## src/rtl/misr_signature_collector.sv

```systemverilog
// MISR signature collector: folds a valid-qualified word stream into one
// WIDTH-bit signature over WINDOW samples. Optional MISR_SAMPLE_CNT_EN build.
module misr_signature_collector #(
  parameter int                 WIDTH  = 32,
  parameter int                 WINDOW = 1024,
  parameter logic [WIDTH-1:0]   POLY   = WIDTH'(32'h04C11DB7),
  parameter logic [WIDTH-1:0]   SEED   = '1,
  localparam int                CNT_W  = $clog2(WINDOW + 1)
) (
  input  logic             clk,
  input  logic             nrst,
  input  logic             start,
  input  logic             in_valid,
  input  logic [WIDTH-1:0] in_data,
  output logic [WIDTH-1:0] sig_out,
  output logic             busy,
`ifdef MISR_SAMPLE_CNT_EN
  output logic             done,
  output logic [CNT_W-1:0] sample_cnt,
  output logic             drop_flag
`else
  output logic             done
`endif
);

  typedef enum logic [1:0] {
    IDLE    = 2'd0,
    CAPTURE = 2'd1,
    DONE    = 2'd2
  } state_t;

  localparam logic [CNT_W-1:0] WIN = CNT_W'(WINDOW);

  state_t           state;
  logic [CNT_W-1:0] cnt;
  logic [CNT_W-1:0] cnt_inc;
  logic [WIDTH-1:0] sig_next;
  logic             last;

  // Next signature: shift with polynomial feedback, then fold in the word.
  always_comb begin
    sig_next = {sig_out[WIDTH-2:0], 1'b0}
             ^ (sig_out[WIDTH-1] ? POLY : '0)
             ^ in_data;
    cnt_inc  = cnt + 1'b1;
    last     = (cnt_inc == WIN);
  end

  // Window FSM; start outranks any sample, reset outranks everything.
  always_ff @(posedge clk) begin
    if (!nrst) begin
      state   <= IDLE;
      sig_out <= SEED;
      cnt     <= '0;
      busy    <= 1'b0;
      done    <= 1'b0;
    end else if (start) begin
      state   <= CAPTURE;
      sig_out <= SEED;
      cnt     <= '0;
      busy    <= 1'b1;
      done    <= 1'b0;
    end else begin
      case (state)
        CAPTURE: begin
          if (in_valid) begin
            sig_out <= sig_next;
            cnt     <= cnt_inc;
            if (last) begin
              state <= DONE;
              busy  <= 1'b0;
              done  <= 1'b1;
            end
          end
        end
        IDLE, DONE: ;
        default: begin
          state <= IDLE;
          busy  <= 1'b0;
          done  <= 1'b0;
        end
      endcase
    end
  end

`ifdef MISR_SAMPLE_CNT_EN
  assign sample_cnt = cnt;

  // Sticky flag for samples offered while no window is armed.
  always_ff @(posedge clk) begin
    if (!nrst || start) begin
      drop_flag <= 1'b0;
    end else if (in_valid && state != CAPTURE) begin
      drop_flag <= 1'b1;
    end
  end
`endif

endmodule

```

## config.mk

```make
export PLATFORM = sky130hd
export DESIGN_NAME = misr_signature_collector
export DESIGN_NICKNAME = d
export VERILOG_FILES = /design/src/rtl/misr_signature_collector.sv
export SDC_FILE = /design/constraint.sdc
export NUM_CORES = 1
export LEC_CHECK = 0
export BUFFER_PORTS_ARGS = -buffer_cell sky130_fd_sc_hd__buf_2
export CORE_UTILIZATION = 50
export CTS_BUF_LIST = sky130_fd_sc_hd__clkbuf_16
export DETAILED_ROUTE_END_ITERATION = 12
export PLACE_DENSITY = 0.9
export SLEW_MARGIN = 40
export SYNTH_ARGS = -nofsm -noshare
export SYNTH_HDL_FRONTEND = slang
export SYNTH_SLANG_ARGS = --single-unit
```

## constraint.sdc

```tcl
create_clock -name clk -period 4.89 [get_ports clk]
set_input_delay 0.978 -clock clk [delete_from_list [all_inputs] [get_ports clk]]
set_output_delay 0.978 -clock clk [all_outputs]
set_load 0.05 [all_outputs]
```

# After elaboration in Yosys (flattened, before gate mapping)
# Index checks and enable logic that the tools add are counted.
[word_totals] ff_bits=47 wordCells=37
[op_classes] addsub=1 reduce_logical=6 n_eq_ne=8 n_mux=12 bitwise_logic=4
[op_table] cell="bitwise XOR 32 x 27 -> 32 bit" n=1
[op_table] cell="bitwise XOR 32 bit" n=1
[op_table] cell="2-to-1 mux 27 bit" n=1
[op_table] cell="adder 11 x 1 -> 11 bit (second input constant)" n=1
[op_table] cell="equality test 11 bit (second input constant)" n=1
[op_table] cell="2-to-1 mux 1 bit" n=6
[op_table] cell="inequality test 2 bit (second input constant)" n=3
[op_table] cell="inequality test 3 bit (second input constant)" n=2
[op_table] cell="AND reduction 3 bit" n=2
[op_table] cell="2-to-1 mux 2 bit" n=2
[op_table] cell="one-hot mux 1 bit (2 select lines)" n=2
[op_table] cell="one-hot mux 2 bit (2 select lines)" n=1
[op_table] cell="OR reduction 2 bit" n=2
[op_table] cell="equality test 2 x 1 -> 1 bit (second input constant)" n=1
[op_table] cell="equality test 2 bit (second input constant)" n=1
[op_table] cell="zero test 2 bit" n=1
[op_table] cell="NOT 1 bit" n=2
[op_table] cell="AND reduction 2 bit" n=1

# Longest topological paths before layout
# Gate-level depths: netlist of the first run.
[logic_depth] depth_word=6 mapped_depth=6 ltp_nobuf=6

# Least setup slack after synthesis of the first run
# No wires, ideal clock.
[synth_timing] path_kind="input port to flip-flop" start="input port in_valid" end="register sig_out[0]" cell_stages=4 path_slack_ps=2972 arrival_time_ps=1776 setup_ps=141 path_cell_list="nand3b_1 -> buf_2 -> buf_1 -> o211ai_1"
[synth_between] elab_chain_len=1
[synth_lines] element="from (decl)" line="13" rtl="input logic in_valid,"
[synth_lines] element="AND reduction 2 bit (no source line)"
[synth_lines] element="to (signal assigned)" line="67" rtl="sig_out <= sig_next;"
[synth_lines] element="to (decl)" line="15" rtl="output logic [WIDTH-1:0] sig_out,"
# Every way passes these cells.
# A chain may end at the register's enable or synchronous reset.

# Worst setup path in the final report of the first run
[layout_timing] start="input port in_valid" end="register cnt[9]"
[layout_between] elab_chain_len=1
[layout_lines] element="AND reduction 2 bit (no source line)"
[layout_lines] element="to (signal assigned)" line="68" rtl="cnt <= cnt_inc;"
[layout_lines] element="to (decl)" line="35" rtl="logic [CNT_W-1:0] cnt;"
# Every way passes these cells.

==> results of run 1 <==
-- routing by layer --
layer  vias to the layer above  wire [um]
li1                        938          -
met1                       881       1910
met2                        49       2460
met3                         6        178
met4                         0         59
met5                         -          0
-- power by group --
group / total [W] / switching [W] / internal (W)
clock network: 0.000367 / 0.000130 / 0.000237
logic: 0.000117 / 0.0000724 / 0.0000445
registers: 0.000385 / 0.00000948 / 0.000376
-- cell usage after synthesis (2+ instances only) --
master | count | area share (%)
sky130_fd_sc_hd__buf_1 | 3 | 0.52
sky130_fd_sc_hd__nor3_1 | 5 | 1.1
sky130_fd_sc_hd__clkbuf_1 | 9 | 1.5
sky130_fd_sc_hd__xnor2_1 | 38 | 15
sky130_fd_sc_hd__nand2b_1 | 2 | 0.57
sky130_fd_sc_hd__nor2_1 | 12 | 2.1
sky130_fd_sc_hd__nand2_1 | 39 | 6.7
sky130_fd_sc_hd__nand3b_1 | 2 | 0.69
sky130_fd_sc_hd__dfxtp_1 | 45 | 41
sky130_fd_sc_hd__nand4_1 | 4 | 1.1
sky130_fd_sc_hd__o211ai_1 | 33 | 11
sky130_fd_sc_hd__buf_2 | 3 | 0.69
sky130_fd_sc_hd__nand3_1 | 5 | 1.1
sky130_fd_sc_hd__and2_1 | 2 | 0.57
sky130_fd_sc_hd__nor2b_1 | 2 | 0.57
sky130_fd_sc_hd__xor2_1 | 20 | 8.0
-- state kept, by name, indices dropped and copies added (netlist names) --
name / count
done: 1
state: 1
cnt: 11
sig_out: 32
-- worst max-delay path: cells and delay by family --
family | cells | cell delay [ps]
AND/OR/NAND/NOR | 3 | 830
buffers and inverters | 2 | 530
XOR/XNOR | 1 | 160
-- worst max-delay path by stage --
stage / end / cells past startpoint / from / slack [ps]
final: cnt[9]$_SDFFE_PP0P_ / 6 / in_valid / 2530
after global routing: cnt[8]$_SDFFE_PP0P_ / 7 / in_valid / 2370
after CTS: sig_out[31] / 1 / sig_out[31]$_SDFFE_PP1P_ / 2320
after detailed placement: cnt[8]$_SDFFE_PP0P_ / 7 / in_valid / 2280
after global placement: cnt[8]$_SDFFE_PP0P_ / 7 / in_valid / 2330
after floorplan: sig_out[0]$_SDFFE_PP1P_ / 4 / in_valid / 2970
-- area by class of cell --
class | instances | area, um^2 | share of cell area (%)
Clock inverter | 3 | 37.5 | 1.39
Tap cell | 50 | 62.6 | 2.31
Multi-Input combinational cell | 178 | 1210 | 44.8
Sequential cell | 45 | 902 | 33.3
Clock buffer | 5 | 125 | 4.62
Timing Repair Buffer | 72 | 368 | 13.6
-- logic make-up after synthesis --
group,count (synthesis),share of synthesized area [%]
and+or+nand+nor,80,18.2
xor gates and xnor gates,58,23.3
DFF,45,41.3
adders and majority gates,1,0.574
buffers and inverters,16,3.27
AOI/OAI and AO/OA,39,13.4
-- metrics by stage --
| stage | total power (W) | setup WS (ps) | hold slack (ps) | utilization, % |
|---|---|---|---|---|
| 2_1_floorplan | 0.000475 | 2970 | 459 | - |
| 3_3_place_gp | 0.000506 | 2330 | 482 | 62.2 |
| 3_5_place_dp | 0.000510 | 2280 | 495 | 62.2 |
| 4_1_cts | 0.000878 | 2320 | 503 | 66.2 |
| 5_1_grt | 0.000905 | 2370 | 530 | 66.2 |
| 6_report | 0.000869 | 2530 | 506 | 66.2 |
==> results.txt, run 1 <==
Vias: 1874
maximum number of pins on one net before global-route repair: 35
number of hold-repair buffers added at the cts stage: 0
commonest cells after routing, fill and taps aside: sky130_fd_sc_hd__buf_2, sky130_fd_sc_hd__dfxtp_1, sky130_fd_sc_hd__nand2_1, sky130_fd_sc_hd__xnor2_1, sky130_fd_sc_hd__o211ai_1
GR Overflow Total: 0
violation count after the first detailed-routing iteration: 102
half-perimeter wire length after placement: 3330 um
Peak VDD IR: 0.000208 V
Worst Reg-to-Reg Cells: 5
fraction of met1 tracks used by global routing: 25.1%
Post-synth EDFFs: 0
share of flip-flops with an asynchronous set or reset after synthesis: 0%
DR pass1 iterations: 4
Max Cap Violations: 0
number of antenna repair diodes: 0
post-detailed-route count of antenna-violating nets: 0
Unique masters post-synth: 31
area of the core: 0.00409 mm^2
Worst slew margin: 54.7%
RSZ-0062 raised after global routing: false
number of stages on the worst hold path: 2
Hold Startpoint: sig_out[15]$_SDFFE_PP1P_
post-route cell area: 0.00271 mm^2
width of the die: 68.0 um
fill cell instance count of the final layout: 321
routed wire length: 4610 um
flops & latches, synth: 45
worst min-delay path category: flip-flop to flip-flop
die height: 68.0 um
starting density of the core: 53.4%
insertion delay to the later sink of the worst-skew pair: 280 ps
kind of launch point of the worst setup path: primary input
Area growth syn-to-layout: 24.1%
global-route wire length before repair: 7420 um
FF-to-FF Start: done$_SDFFE_PP0P_
Setup Skew: 1.82 ps
NumNets Final: 339
Post-Syn Area per Cell: 9.12 um^2
Slew @ Worst Pin: 677 ps
initial antenna violation count: 0
standard-cell row count: 23
Reg2Reg Setup Slack: 2920 ps
fraction of layout cells with a size suffix above 1: 28.1%
cell area after placement: 0.00254 mm^2
DR DRC count: 0
global-route usage over all layers: 21.5%
critical path cell sequence: buf_2 -> nand3b_1 -> buf_4 -> nor3_1 -> xnor2_1 -> nor2_1
Setup Viol. Count Final: 0
min Tclk post-route: 2360 ps
CTS clk-pin slew, worst paths: 60 ps
Setup Fix Bufs, Post-CTS: 0
portion of the post-synthesis area used by sequential elements: 41.3%
power density normalized to cell area: 321 mW/mm^2
Yosys warning count: 0
Via density: 5.31
post-layout instance count excluding filler cells: 353
Pleak: 1.14 nW
Max Clk Rate: 0.423 GHz
Worst Hold Path EP: sig_out[15]$_SDFFE_PP1P_
DIE AREA: 0.00463 mm^2
global-route met2 utilization: 37.3%
endpoint arrival time on the critical path: 2520 ps
worst-path maximum fanout: 27
max-slew violation total from the final report: 0
number of top-level design ports: 70
routability congestion estimate: 0.820
number of buffers added by the clock tree synthesis step: 5
commonest non-fill, non-tap cell in the layout: sky130_fd_sc_hd__buf_2
post-synth design cell area: 0.00218 mm^2
Clock Root Buffer: sky130_fd_sc_hd__clkbuf_16
met3 Usage GRT: 5.50%
count of placed standard cells including taps: 345
Worst Path Class, Setup: primary input to flip-flop
type of element capturing the critical path: flip-flop
Max stage delay cell, worst path: sky130_fd_sc_hd__nand3b_1
routed wire length per instance: 13.1 um
Resize count post-CTS: 0
endpoint of the most critical register-to-register path: cnt[9]$_SDFFE_PP0P_
count of endpoints failing hold in the final timing report: 0
number of nets produced by synthesis: 276
WP data required: 5040 ps
primary flip-flop cell chosen by synthesis mapping: sky130_fd_sc_hd__dfxtp_1
layer with the highest usage: met2
Setup Total Neg Slack: 0 ps
status: finished, final reports clean
share of the clock period used by the worst path: 48.4%
Sinks on Clock Net: 45
count of buffers inserted at the top-level ports: 69
vias in the first global route: 1753
Post-Syn Instances: 239
CTS tree: yes
delay contributed by the slowest stage of the critical path: 470 ps
buffer depth of the longest clock path: 2
number of H-tree levels: 2
Power figures use the tool's default switching activity.
==> run 2, diff against run 1 <==
--- a/config.mk
+++ b/config.mk
@@ -6,10 +6,10 @@
 export NUM_CORES = 1
 export LEC_CHECK = 0
 export BUFFER_PORTS_ARGS = -buffer_cell sky130_fd_sc_hd__buf_2
-export CORE_UTILIZATION = 50
+export CORE_UTILIZATION = 45
 export CTS_BUF_LIST = sky130_fd_sc_hd__clkbuf_16
 export DETAILED_ROUTE_END_ITERATION = 12
-export PLACE_DENSITY = 0.9
+export PLACE_DENSITY = 0.86
 export SLEW_MARGIN = 40
 export SYNTH_ARGS = -nofsm -noshare
 export SYNTH_HDL_FRONTEND = slang
==> constraint.sdc (replaced) <==
create_clock -name clk -period 1.9 [get_ports clk]
set_input_delay 0.38 -clock clk [delete_from_list [all_inputs] [get_ports clk]]
set_output_delay 0.38 -clock clk [all_outputs]
set_load 0.05 [all_outputs]
==> run 2 against run 1 <==
Effect of this change: flip-flop and latch count unchanged; setup slack got worse by 2400 ps; clock skew is 2.3 ps higher; first-iteration DRC count fell by 23%; non-clock buffer count rose by 2; critical path type is now flip-flop to flip-flop; critical endpoint is now state[0]$_SDFFE_PN0P_; largest power group unchanged.
==> results.txt, run 2 (synthesis results as in run 1) <==
routed wire length per instance: 12.4 um
vias in the first global route: 1708
Peak VDD IR: 0.000382 V
Hold Startpoint: nrst
number of hold-repair buffers added at the cts stage: 0
width of the die: 71.6 um
CTS clk-pin slew, worst paths: 60 ps
Sinks on Clock Net: 45
Clock Root Buffer: sky130_fd_sc_hd__clkbuf_16
endpoint of the most critical register-to-register path: state[0]$_SDFFE_PN0P_
Setup Skew: 4.16 ps
max-slew violation total from the final report: 0
Resize count post-CTS: 0
Worst Path Class, Setup: flip-flop to flip-flop
share of the clock period used by the worst path: 91.3%
global-route wire length before repair: 7420 um
Max Clk Rate: 0.577 GHz
max reg flops: 32
delay contributed by the slowest stage of the critical path: 380 ps
Area growth syn-to-layout: 24.8%
RSZ-0062 raised after global routing: false
Setup Fix Bufs, Post-CTS: 0
Vias: 1865
post-route cell area: 0.00272 mm^2
number of antenna repair diodes: 0
combinational fraction of design power: 13.6%
Regs by FF count: sig_out: 32 flops, cnt: 11 flops
fraction of layout cells with a size suffix above 1: 28.2%
Setup Total Neg Slack: 0 ps
NumNets Final: 341
Worst Hold Path EP: state[0]$_SDFFE_PN0P_
commonest non-fill, non-tap cell in the layout: sky130_fd_sc_hd__buf_2
GR Overflow Total: 0
CTS tree: yes
routed wire length: 4430 um
power density normalized to cell area: 821 mW/mm^2
routability congestion estimate: 1.01
half-perimeter wire length after placement: 3210 um
kind of launch point of the worst setup path: flip-flop
Max stage delay cell, worst path: sky130_fd_sc_hd__dfxtp_1
post-detailed-route count of antenna-violating nets: 0
worst min-delay path category: primary input to flip-flop
endpoint arrival time on the critical path: 1900 ps
commonest cells after routing, fill and taps aside: sky130_fd_sc_hd__buf_2, sky130_fd_sc_hd__dfxtp_1, sky130_fd_sc_hd__nand2_1, sky130_fd_sc_hd__xnor2_1, sky130_fd_sc_hd__o211ai_1
Via density: 5.22
Pleak: 1.15 nW
register containing the most flip-flops in the final layout: sig_out
maximum number of pins on one net before global-route repair: 45
number of H-tree levels: 2
starting density of the core: 48.4%
number of buffers added by the clock tree synthesis step: 5
type of element capturing the critical path: flip-flop
portion of total power attributed to the clock network: 42.2%
count of endpoints failing hold in the final timing report: 0
power spent charging and discharging nets: 0.000542 W
worst-path maximum fanout: 5
Worst slew margin: 72.4%
status: finished, final reports clean
initial antenna violation count: 0
DIE AREA: 0.00513 mm^2
violation count after the first detailed-routing iteration: 79
DR pass1 iterations: 5
Net Sw Frac: 24.2%
FF-to-FF Start: cnt[1]$_SDFFE_PP0P_
critical path cell sequence: ha_1 -> nand4_2 -> xnor2_1 -> nand3_1 -> a211o_1 -> o221a_1
number of stages on the worst hold path: 2
number of top-level design ports: 70
Worst Reg-to-Reg Cells: 6
Slew @ Worst Pin: 414 ps
Reg2Reg Setup Slack: 170 ps
internal portion of total power: 0.00169 W
Flop pwr share: 44.2%
Max Cap Violations: 0
Setup Viol. Count Final: 0
DR DRC count: 0
WP data required: 2070 ps
area of the core: 0.00450 mm^2
cell area after placement: 0.00256 mm^2
count of buffers inserted at the top-level ports: 69
fill cell instance count of the final layout: 400
global-route usage over all layers: 18.3%
min Tclk post-route: 1730 ps
buffer depth of the longest clock path: 2
Finished Core Util: 60.4%
die height: 71.6 um
insertion delay to the later sink of the worst-skew pair: 280 ps
standard-cell row count: 24
-- run 2: changes by cell type in the layout (fill, tap and decap cells not counted) --
cell | before | now
sky130_fd_sc_hd__buf_4 | 3 | 5
sky130_fd_sc_hd__dfxtp_1 | 44 | 45
sky130_fd_sc_hd__dfxtp_2 | 1 | 0
-- run 2: power groups by stage --
stage / Sequential [W] / Combinational (W) / Clock (W)
floorplan: 0.00108 / 0.000142 / 0
global placement: 0.00101 / 0.000301 / 0
detailed placement: 0.00101 / 0.000305 / 0
CTS: 0.000988 / 0.000307 / 0.000968
global route: 0.000991 / 0.000334 / 0.000997
finish: 0.000988 / 0.000304 / 0.000944
-- run 2: worst max path at each step --
stage | start | to | slack [ps] | depth (start not counted)
2_1_floorplan | done$_SDFFE_PP0P_ | sig_out[0]$_SDFFE_PP1P_ | 210 | 4
3_3_place_gp | cnt[0]$_SDFFE_PP0P_ | state[0]$_SDFFE_PN0P_ | 240 | 6
3_5_place_dp | cnt[0]$_SDFFE_PP0P_ | state[0]$_SDFFE_PN0P_ | 190 | 6
4_1_cts | cnt[0]$_SDFFE_PP0P_ | state[0]$_SDFFE_PN0P_ | 170 | 6
5_1_grt | cnt[0]$_SDFFE_PP0P_ | state[0]$_SDFFE_PN0P_ | 30 | 6
6_report | cnt[1]$_SDFFE_PP0P_ | state[0]$_SDFFE_PN0P_ | 170 | 6
-- run 2: metal layers --
layer	share of wire, %	track usage, %	up-vias
met1	47	23.3	861
li1	-	-	940
met3	4.7	3.52	6
met2	47	30.3	58
met5	0	0	-
met4	1.7	7.84	0
-- run 2: worst max-delay path, delay by kind of cell (launching register included) --
| family | cells | cell delay [ps] |
|---|---|---|
| xor gates and xnor gates | 1 | 170 |
| AOI/OAI and AO/OA | 2 | 540 |
| adders and majority gates | 1 | 280 |
| DFF | 1 | 380 |
| and+or+nand+nor | 2 | 270 |
-- run 2: per-stage QoR --
stage | hold slack [ps] | worst slack, ps | std cells | total power, W
3_3_place_gp | 470 | 239 | 349 | 0.00131
6_report | 381 | 166 | 357 | 0.00224
2_1_floorplan | 459 | 214 | 239 | 0.00122
3_5_place_dp | 502 | 190 | 349 | 0.00131
4_1_cts | 376 | 174 | 357 | 0.00226
5_1_grt | 389 | 34.2 | 357 | 0.00232
-- run 2: cell type report --
class                           instances  area [um^2]  area share (%)
Sequential cell                        45          901            33.1
Tap cell                               52         65.1            2.39
Clock buffer                            5          125            4.60
Clock inverter                          3         37.5            1.38
Timing Repair Buffer                   74          383            14.1
Multi-Input combinational cell        178         1210            44.5
